File: src/rtl/ladybird_interrupt_controller.sv
// ladybird_interrupt_controller
// Collects level-sensitive requests from up to N_SOURCES peripherals and
// drives one irq into the core. Selection is fixed-priority or round-robin.
// A claim/complete handshake routes the completion back to exactly one source.
// Software reaches the block through a four-word register slave:
//   0 ENABLE  1 PENDING  2 CLAIM  3 CONFIG
//
// state   | meaning
// --------+---------------------------------------------------------------
// IDLE    | no source in service; irq follows any eligible source
// CLAIMED | one source claimed by software; irq held low until completion

module ladybird_interrupt_controller #(
  parameter int N_SOURCES  = 8,
  parameter bit RR_DEFAULT = 1'b0
) (
  input  logic                 clk,
  input  logic                 nrst,
  input  logic [N_SOURCES-1:0] src_pending,
  output logic [N_SOURCES-1:0] src_complete,
  output logic                 irq,
  input  logic                 core_complete,
  input  logic                 bus_valid,
  input  logic                 bus_we,
  input  logic [3:0]           bus_addr,
  input  logic [31:0]          bus_wdata,
  output logic                 bus_ready,
  output logic [31:0]          bus_rdata
);

  typedef enum logic {
    IDLE    = 1'b0,
    CLAIMED = 1'b1
  } state_t;

  localparam logic [4:0] LAST_ID_RST = 5'(N_SOURCES - 1);

  localparam logic [1:0] REG_ENABLE  = 2'd0;
  localparam logic [1:0] REG_PENDING = 2'd1;
  localparam logic [1:0] REG_CLAIM   = 2'd2;

  state_t                 state_q, state_d;
  logic [N_SOURCES-1:0]   enable_q;
  logic                   rr_q;
  logic [N_SOURCES-1:0]   pend_q;
  logic [4:0]             last_id_q;
  logic [4:0]             svc_id_q;
  logic                   irq_q;
  logic [N_SOURCES-1:0]   src_complete_q;
  logic                   ready_q;
  logic [31:0]            rdata_q;

  logic                   accept;
  logic                   rd_acc;
  logic                   wr_acc;
  logic [1:0]             reg_idx;
  logic [N_SOURCES-1:0]   eligible;
  logic [31:0]            elig_ext;
  logic [4:0]             start_id;
  logic [5:0]             cand;
  logic                   sel_found;
  logic [4:0]             sel_id;
  logic                   claim_rd;
  logic                   wr_match;
  logic                   claim_go;
  logic                   done_go;
  logic [31:0]            rdata_d;
  logic [31:0]            svc_onehot;
  logic                   unused_bits;

  // A new access is only taken when no response is in flight, which gives
  // the one-access-per-two-cycles rate and ignores a valid still high in
  // the ready cycle.
  assign accept   = bus_valid && !ready_q;
  assign rd_acc   = accept && !bus_we;
  assign wr_acc   = accept && bus_we;
  assign reg_idx  = bus_addr[3:2];
  assign eligible = pend_q & enable_q;
  assign elig_ext = 32'(eligible);

  assign claim_rd = rd_acc && (reg_idx == REG_CLAIM) && sel_found;
  assign wr_match = wr_acc && (reg_idx == REG_CLAIM) &&
                    (bus_wdata[4:0] == (svc_id_q + 5'd1));

  assign svc_onehot  = 32'd1 << svc_id_q;
  assign unused_bits = ^{bus_addr[1:0], bus_wdata, svc_onehot};

  // Winner search: walk N_SOURCES candidates from start_id, wrapping, and
  // keep the first eligible one. Fixed priority simply starts at index 0.
  always_comb begin
    if (!rr_q || (last_id_q == LAST_ID_RST)) begin
      start_id = '0;
    end else begin
      start_id = last_id_q + 5'd1;
    end
    sel_found = 1'b0;
    sel_id    = '0;
    cand      = '0;
    for (int i = 0; i < N_SOURCES; i++) begin
      cand = {1'b0, start_id} + 6'(i);
      if (cand >= 6'(N_SOURCES)) begin
        cand = cand - 6'(N_SOURCES);
      end
      if (!sel_found && elig_ext[cand[4:0]]) begin
        sel_found = 1'b1;
        sel_id    = cand[4:0];
      end
    end
  end

  // Claim/complete state machine: next state and the claim/done strobes.
  always_comb begin
    state_d  = state_q;
    claim_go = 1'b0;
    done_go  = 1'b0;
    case (state_q)
      IDLE: begin
        if (claim_rd) begin
          state_d  = CLAIMED;
          claim_go = 1'b1;
        end
      end
      CLAIMED: begin
        // A matching write and core_complete together still complete once.
        if (wr_match || core_complete) begin
          state_d = IDLE;
          done_go = 1'b1;
        end
      end
      default: state_d = IDLE;
    endcase
  end

  // Read data mux; zero for writes and for idle cycles.
  always_comb begin
    rdata_d = '0;
    if (rd_acc) begin
      case (reg_idx)
        REG_ENABLE:  rdata_d = 32'(enable_q);
        REG_PENDING: rdata_d = 32'(eligible);
        REG_CLAIM:   rdata_d = claim_go ? (32'(sel_id) + 32'd1) : 32'd0;
        default:     rdata_d = {31'b0, rr_q};
      endcase
    end
  end

  // State register.
  always_ff @(posedge clk) begin
    if (!nrst) begin
      state_q <= IDLE;
    end else begin
      state_q <= state_d;
    end
  end

  // Software-writable configuration, updated at the accept edge.
  always_ff @(posedge clk) begin
    if (!nrst) begin
      enable_q <= '0;
      rr_q     <= RR_DEFAULT;
    end else if (wr_acc) begin
      if (reg_idx == REG_ENABLE) begin
        enable_q <= bus_wdata[N_SOURCES-1:0];
      end else if (reg_idx == 2'd3) begin
        rr_q <= bus_wdata[0];
      end
    end
  end

  // Request capture stage.
  always_ff @(posedge clk) begin
    if (!nrst) begin
      pend_q <= '0;
    end else begin
      pend_q <= src_pending;
    end
  end

  // In-service id and round-robin pointer, both updated on a claim.
  // The pointer resets to the top index so the first rr grant favours 0.
  always_ff @(posedge clk) begin
    if (!nrst) begin
      svc_id_q  <= '0;
      last_id_q <= LAST_ID_RST;
    end else if (claim_go) begin
      svc_id_q  <= sel_id;
      last_id_q <= sel_id;
    end
  end

  // Registered outputs: irq, completion pulse and bus response.
  always_ff @(posedge clk) begin
    if (!nrst) begin
      irq_q          <= 1'b0;
      src_complete_q <= '0;
      ready_q        <= 1'b0;
      rdata_q        <= '0;
    end else begin
      irq_q          <= (state_q == IDLE) && (|eligible);
      src_complete_q <= done_go ? svc_onehot[N_SOURCES-1:0] : '0;
      ready_q        <= accept;
      rdata_q        <= rdata_d;
    end
  end

  assign irq          = irq_q;
  assign src_complete = src_complete_q;
  assign bus_ready    = ready_q;
  assign bus_rdata    = rdata_q;

endmodule
File: config.mk
export PLATFORM = sky130hd
export DESIGN_NAME = ladybird_interrupt_controller
export DESIGN_NICKNAME = d
export VERILOG_FILES = /design/src/rtl/ladybird_interrupt_controller.sv
export SDC_FILE = /design/constraint.sdc
export NUM_CORES = 1
export LEC_CHECK = 0
export ABC_CLOCK_PERIOD_IN_PS = 8950
export CAP_MARGIN = 0
export CORE_ASPECT_RATIO = 1.5
export CORE_UTILIZATION = 25
export DETAILED_ROUTE_END_ITERATION = 10
export GPL_TIMING_DRIVEN = 0
export PLACE_DENSITY = 0.44
export RECOVER_POWER = 25
export REMOVE_ABC_BUFFERS = 1
export SYNTH_ARGS = -nofsm -noshare
export SYNTH_HDL_FRONTEND = slang
export SYNTH_SLANG_ARGS = --single-unit
File: constraint.sdc
create_clock -name clk -period 8.95 [get_ports clk]
set_input_delay 0.895 -clock clk [delete_from_list [all_inputs] [get_ports clk]]
set_output_delay 0.895 -clock clk [all_outputs]
set_load 0.01 [all_outputs]
==> results of run 1 <==
[logic make-up (layout without fill, tap and decap cells)]
kind of cell	Yosys count	in the layout	synth area share
simple gates	160	160	0.268
compound gates	96	96	0.200
buf+inv	57	60	0.0970
flops	44	44	0.252
mux	20	20	0.0741
fa+ha+maj	17	17	0.0608
xor+xnor	17	17	0.0469
other cells	1	24	0.00107
[flip-flops by register name (all words and copies together), names as in the netlist]
signal	cells
pend_q	8
src_complete	8
enable_q	8
bus_rdata	8
rr_q	1
svc_id_q	3
bus_ready	1
irq	1
last_id_q	5
state_q	1
[worst register-to-register path, cell delays in order, from the launching register on]
cell,delay (ps)
dfxtp_1,440
ha_1,370
and4bb_1,350
nor4_4,670
ha_1,540
nand2_1,120
mux2_1,320
a211oi_2,490
a211o_1,340
o21ai_0,210
o311ai_1,800
ha_1,360
a21oi_1,120
nor2b_1,60
[final timing paths]
check	startpoint	to	slack, ps	depth (start not counted)
max	last_id_q[0]$_SDFFE_PN1N_	bus_rdata[1]$_SDFF_PN0_	3640	13
min	enable_q[4]$_SDFFE_PN0P_	bus_rdata[4]$_SDFF_PN0_	520	1
min reg2reg	enable_q[4]$_SDFFE_PN0P_	bus_rdata[4]$_SDFF_PN0_	520	1
max reg2reg	last_id_q[0]$_SDFFE_PN1N_	bus_rdata[1]$_SDFF_PN0_	3640	13
[power groups by stage]
stage	sequential [mW]	clock, mW	combinational [mW]
2_1_floorplan	0.206	0	0.0178
3_3_place_gp	0.207	0	0.0352
3_5_place_dp	0.207	0	0.0351
4_1_cts	0.202	0.179	0.0353
5_1_grt	0.203	0.188	0.0387
6_report	0.202	0.176	0.0349
[per-stage QoR]
stage / util / std cells / setup WS (ps) / total power [mW]
3_5_place_dp: 0.287 / 593 / 3590 / 0.242
2_1_floorplan: - / 391 / 4900 / 0.223
3_3_place_gp: 0.287 / 593 / 3520 / 0.242
6_report: 0.297 / 600 / 3640 / 0.413
4_1_cts: 0.297 / 600 / 3590 / 0.417
5_1_grt: 0.297 / 600 / 3300 / 0.430
[cell usage in the layout, fill, tap and decap left out, types with 8 or more instances in the layout]
cell type and count:
nor2b_1 19, nand2_1 30, a21oi_1 18, nand3_1 14, o211ai_1 9, nand2b_1 13
dlygate4sd3_1 9, ha_1 17, inv_1 10, dfxtp_1 44, mux2i_1 12, and2_1 11
o21ai_1 8, conb_1 24, nor3_1 9, clkdlybuf4s50_1 31, xnor2_1 12, nor2_1 19
o21ai_0 9
[cell type report]
class                      instances  area share
sequential                        44       0.218
multi-input combinational        334       0.585
inverter                          13      0.0146
tap                              162      0.0502
timing repair buffer              40      0.0991
clock buffer                       6      0.0319
clock inverter                     1     0.00124
[layer usage]
metal | track usage | vias to the layer above | wire length [um]
li1 | - | 1497 | -
met1 | 0.156 | 1417 | 3940
met2 | 0.274 | 72 | 5530
met3 | 0.0128 | 15 | 286
met4 | 0.0731 | 0 | 298
met5 | 0 | - | 0
==> impl_metrics.yaml, run 1 <==
yosys:
  synth_seq_area_share: 0.252
  synthCells: 412
  synthArstFlopShare: 0
  yosysWarnings: 0
  ys_seq_elements: 44
  yosysTopAreaCell: "dfxtp_1"
  synth_top_area_share: 0.252
  yosysMostFrequentCell: "dfxtp_1"
  synth_edf_count: 0
  syn_area_sq_mm: 0.00350
  ys_top_cells_by_area: "dfxtp_1 (25%), ha_1 (6.1%), buf_4 (5.8%)"
  synthFlopType: "dfxtp_1"
  synth_area_per_cell_sq_um: 8.49
  synth.distinct_cells: 80
  synthTopCellsByCount: "dfxtp_1 (44), nand2_1 (30), buf_4 (27)"
worst_setup_path:
  crit_path_end_kind: "flip-flop"
  critical_path_required_ps: 9130
  crit_path_max_incr_delay_ps: 800
  slowest_stage: "o311ai_1"
  cp_cell_sequence: "ha_1, and4bb_1, nor4_4, ha_1, nand2_1, mux2_1, a211oi_2, a211o_1, o21ai_0, o311ai_1, ha_1, a21oi_1, nor2b_1"
  path_buf_inv: 0
  crit_top_cell: "ha_1"
  crit_type: "reg -> reg"
  cp_max_fo: 14
  startpoint_type: "flip-flop"
  cp_data_arrival_time_ps: 5480
  cp_top_family: "compound AO/OA/AOI/OAI gates"
grt:
  grt_usage: 0.144
  grt_overflow: 0
  grt_pass1_vias: 3032
  grt_max_degree: 30
  grt_pass1_wl_um: 16200
  antenna_found_initial: 0
detailed_routing:
  postRouteWirelength_um: 10000
  drc: 4
  num_vias: 3001
  wire_per_inst_um: 16.7
  drt_first_pass_iters: 7
  ant_nets: 0
  drt_iter0_drc: 131
  avgViaCountPerCell: 5.00
cells_and_area:
  syn2layout_area_growth_pct: 15.5
  multi_input_area_sq_mm: 0.00236
  regArea_sq_um: 881
  drive_gt1_frac: 0.0708
  diodes: 0
  design_area_sq_mm: 0.00404
  fill_cells: 1468
  nNetsFinal: 504
pwr:
  p_clk_frac: 0.426
  swShare: 0.232
  p_switching_mw: 0.0957
  ir_drop_uv: 123
  p_per_area_mw_per_mm2: 102
  pwr-share-comb: 0.085
  p_leak_nw: 1.58
  power_frac_seq: 0.489
  p_int_mw: 0.318
floorplan:
  pin_count: 91
  die_h_um: 147
  die_width_um: 98.6
  rows: 52
  die_area_sq_mm: 0.0145
  start_util: 0.257
  core_area_sq_mm: 0.0136
clocking:
  cts_tree: "yes"
  cts-resized-gates: 0
  clk_pin_slew_worst_paths_ps: 60
  clk_latency_ps: 290
  post_cts_buffers: 0
  cts_made_buffers: 5
  cts_hold_buf: 0
  cts.sink_count: 44
  cts-root-buf: "clkbuf_16"
  cts-htree-levels: 2
  cts.path.max_buffers: 2
sta:
  rsz0062_at_grt: "false"
  maxSlewViolCount: 0
  hold_viol_final: 0
  relSlewSlack: 0.411
  tightest_slew_ps: 870
  finalSetupViolCount: 0
  fin_worst_skew_ps: 6.61
  fmax_mhz: 188
  period_share: 0.593
  timing.hold.ws_ps: 522
  tns_ps: 0
  fin_crit_ps: 5310
place:
  postPlaceCellArea_sq_mm: 0.00391
  io_buffers: 40
  dp_hpwl_um: 8010
  finalWeightedCongestion: 0.870
run:
  max_cap_viol_count: 0
run_status:
  violations: "DRC"
  status: "complete, but fails checks"
hold_path:
  hold_path_class: "reg -> reg"
No activity file was read; power rests on OpenSTA's default activity.
==> run 2, diff against run 1 <==
--- a/config.mk
+++ b/config.mk
@@ -5,13 +5,13 @@
 export SDC_FILE = /design/constraint.sdc
 export NUM_CORES = 1
 export LEC_CHECK = 0
-export ABC_CLOCK_PERIOD_IN_PS = 8950
+export ABC_CLOCK_PERIOD_IN_PS = 4350
 export CAP_MARGIN = 0
 export CORE_ASPECT_RATIO = 1.5
 export CORE_UTILIZATION = 25
 export DETAILED_ROUTE_END_ITERATION = 10
 export GPL_TIMING_DRIVEN = 0
-export PLACE_DENSITY = 0.44
+export PLACE_DENSITY = 0.45
 export RECOVER_POWER = 25
 export REMOVE_ABC_BUFFERS = 1
 export SYNTH_ARGS = -nofsm -noshare
==> constraint.sdc (replaced) <==
create_clock -name clk -period 4.35 [get_ports clk]
set_input_delay 0.435 -clock clk [delete_from_list [all_inputs] [get_ports clk]]
set_output_delay 0.435 -clock clk [all_outputs]
set_load 0.01 [all_outputs]
==> run 2 against run 1 <==
The run now ends clean. Die area stayed put. Clock-buffer cell count is 1 lower. Fmax is 29% higher. Via count is 2.1% higher. Clock power grew to 2.7 times the previous value. Sequential cell count stayed put. Critical path type unchanged. Largest cell class unchanged. Largest power group is now the clock network.
==> impl_metrics.yaml, run 2 (same netlist as run 1, synthesis figures left out) <==
run_status:
  status: "finished clean"
detailed_routing:
  postRouteWirelength_um: 9840
  drt_iter0_drc: 139
  drc: 0
  avgViaCountPerCell: 5.05
  ant_nets: 0
  num_vias: 3063
  wire_per_inst_um: 16.2
  drt_first_pass_iters: 4
worst_setup_path:
  crit_top_cell: "ha_1"
  crit_path_max_incr_delay_ps: 450
  crit_path_start: "last_id_q[0]$_SDFFE_PN1N_"
  endpoint: "bus_rdata[1]$_SDFF_PN0_"
  cp_max_fo: 14
  cp_cell_sequence: "ha_4, and4bb_2, nor4_4, buf_6, ha_2, a31oi_1, xor2_1, ha_1, nand3_1, a32oi_2, o211ai_1, a2111oi_2, o32ai_2, buf_4, inv_1, ha_1, a21oi_1, nor2b_1"
  startpoint_type: "flip-flop"
  r2r_cells: 18
  crit_path_end_kind: "flip-flop"
  critical_path_required_ps: 4520
  slowest_stage: "a2111oi_2"
  worstReg2RegStart: "last_id_q[0]$_SDFFE_PN1N_"
  crit_type: "reg -> reg"
  ff2ff_setup_slack_ps: 220
  cp_data_arrival_time_ps: 4300
  r2r-end: "bus_rdata[1]$_SDFF_PN0_"
floorplan:
  start_util: 0.257
  rows: 52
  core_area_sq_mm: 0.0136
  die_h_um: 147
  pin_count: 91
  die_area_sq_mm: 0.0145
  die_width_um: 98.6
cells_and_area:
  layout_commonest_cell: "dfxtp_1"
  diodes: 0
  nNetsFinal: 511
  layout_common_cells: "dfxtp_1 (42), nand2_1 (29), clkdlybuf4s50_1 (26), conb_1 (24), nor2b_1 (19)"
  syn2layout_area_growth_pct: 21.5
  final_cells: 607
  drive_gt1_frac: 0.128
clocking:
  clk_latency_ps: 280
  cts-htree-levels: 2
  cts_made_buffers: 5
  cts-root-buf: "clkbuf_16"
  cts_hold_buf: 0
  cts_tree: "yes"
  clk_pin_slew_worst_paths_ps: 60
  cts.path.max_buffers: 2
  cts.sink_count: 44
place:
  finalWeightedCongestion: 0.855
  io_buffers: 40
  dp_hpwl_um: 7710
  dp_cells: 593
pwr:
  p_switching_mw: 0.194
  pwr-share-comb: 0.077
  p_clk_frac: 0.492
  power.total_mw: 0.966
  p_leak_nw: 1.66
  power_frac_seq: 0.430
  p_per_area_mw_per_mm2: 227
  swShare: 0.201
  p_int_mw: 0.771
  ir_drop_uv: 187
sta:
  fmax_mhz: 242
  hold_viol_final: 0
  tightest_slew_ps: 865
  period_share: 0.949
  finalSetupViolCount: 0
  relSlewSlack: 0.421
  tns_ps: 0
  maxSlewViolCount: 0
  fin_crit_ps: 4130
  fin_worst_skew_ps: 4.56
grt:
  antenna_found_initial: 0
  grt_max_degree: 30
  grt_usage: 0.140
  grt_pass1_vias: 3054
  grt_pass1_wl_um: 15900
  grt_overflow: 0
hold_path:
  hold_path_class: "reg -> reg"
run:
  max_cap_viol_count: 0
run 2: power groups by stage:
stage / logic (mW) / registers (mW) / clock network, mW
6_report: 0.0747 / 0.416 / 0.475
5_1_grt: 0.0818 / 0.416 / 0.501
4_1_cts: 0.0740 / 0.415 / 0.487
3_5_place_dp: 0.0720 / 0.425 / 0
3_3_place_gp: 0.0718 / 0.425 / 0
2_1_floorplan: 0.0365 / 0.423 / 0
run 2: cell type report:
type | instances | area, sq um
Tap cell | 162 | 203
Clock inverter | 2 | 60.1
Sequential cell | 44 | 886
Timing Repair Buffer | 47 | 457
Multi-Input combinational cell | 334 | 2460
Inverter | 13 | 58.8
Clock buffer | 5 | 125
Fill cell | 1396 | 9350
run 2: how the worst min path moves through the flow:
stage / startpoint / to / slack (ps) / cells past startpoint
after CTS: enable_q[4]$_SDFFE_PN0P_ / bus_rdata[4]$_SDFF_PN0_ / 520 / 1
after global placement: enable_q[4]$_SDFFE_PN0P_ / bus_rdata[4]$_SDFF_PN0_ / 510 / 1
after floorplan: state_q$_SDFF_PN0_ / irq$_SDFF_PN0_ / 440 / 1
after detailed placement: enable_q[4]$_SDFFE_PN0P_ / bus_rdata[4]$_SDFF_PN0_ / 510 / 1
after global routing: enable_q[4]$_SDFFE_PN0P_ / bus_rdata[4]$_SDFF_PN0_ / 530 / 1
final: enable_q[4]$_SDFFE_PN0P_ / bus_rdata[4]$_SDFF_PN0_ / 520 / 1
run 2: timing repair:
item	in CTS	in global routing
resized for setup	15	11
pin swaps	3	4
setup buffers	2	5
setup endpoints to repair	13	7
run 2: layer usage:
layer | vias to the layer above | global-route usage | share of wire
li1 | 1512 | - | -
met3 | 23 | 0.0157 | 0.028
met5 | - | 0 | 0
met4 | 0 | 0.0821 | 0.037
met2 | 80 | 0.264 | 0.55
met1 | 1448 | 0.147 | 0.39
run 2: metrics by stage:
step	setup slack [ps]	hold WS, ps	area (sq um)	utilization
after floorplan	300	443	3300	-
after global placement	-1050	507	3910	0.287
after detailed placement	-987	511	3910	0.287
after CTS	15.3	523	4160	0.306
after global routing	-18.1	531	4250	0.312
final	221	517	4250	0.312
run 2: worst max-delay path: cells and delay by family, from the launching register on:
family	cells	cell delay, ps
AOI/OAI and AO/OA	6	1300
and+or+nand+nor	4	790
xor gates and xnor gates	1	280
buffers and inverters	3	390
adders and majority gates	4	830
DFF	1	400
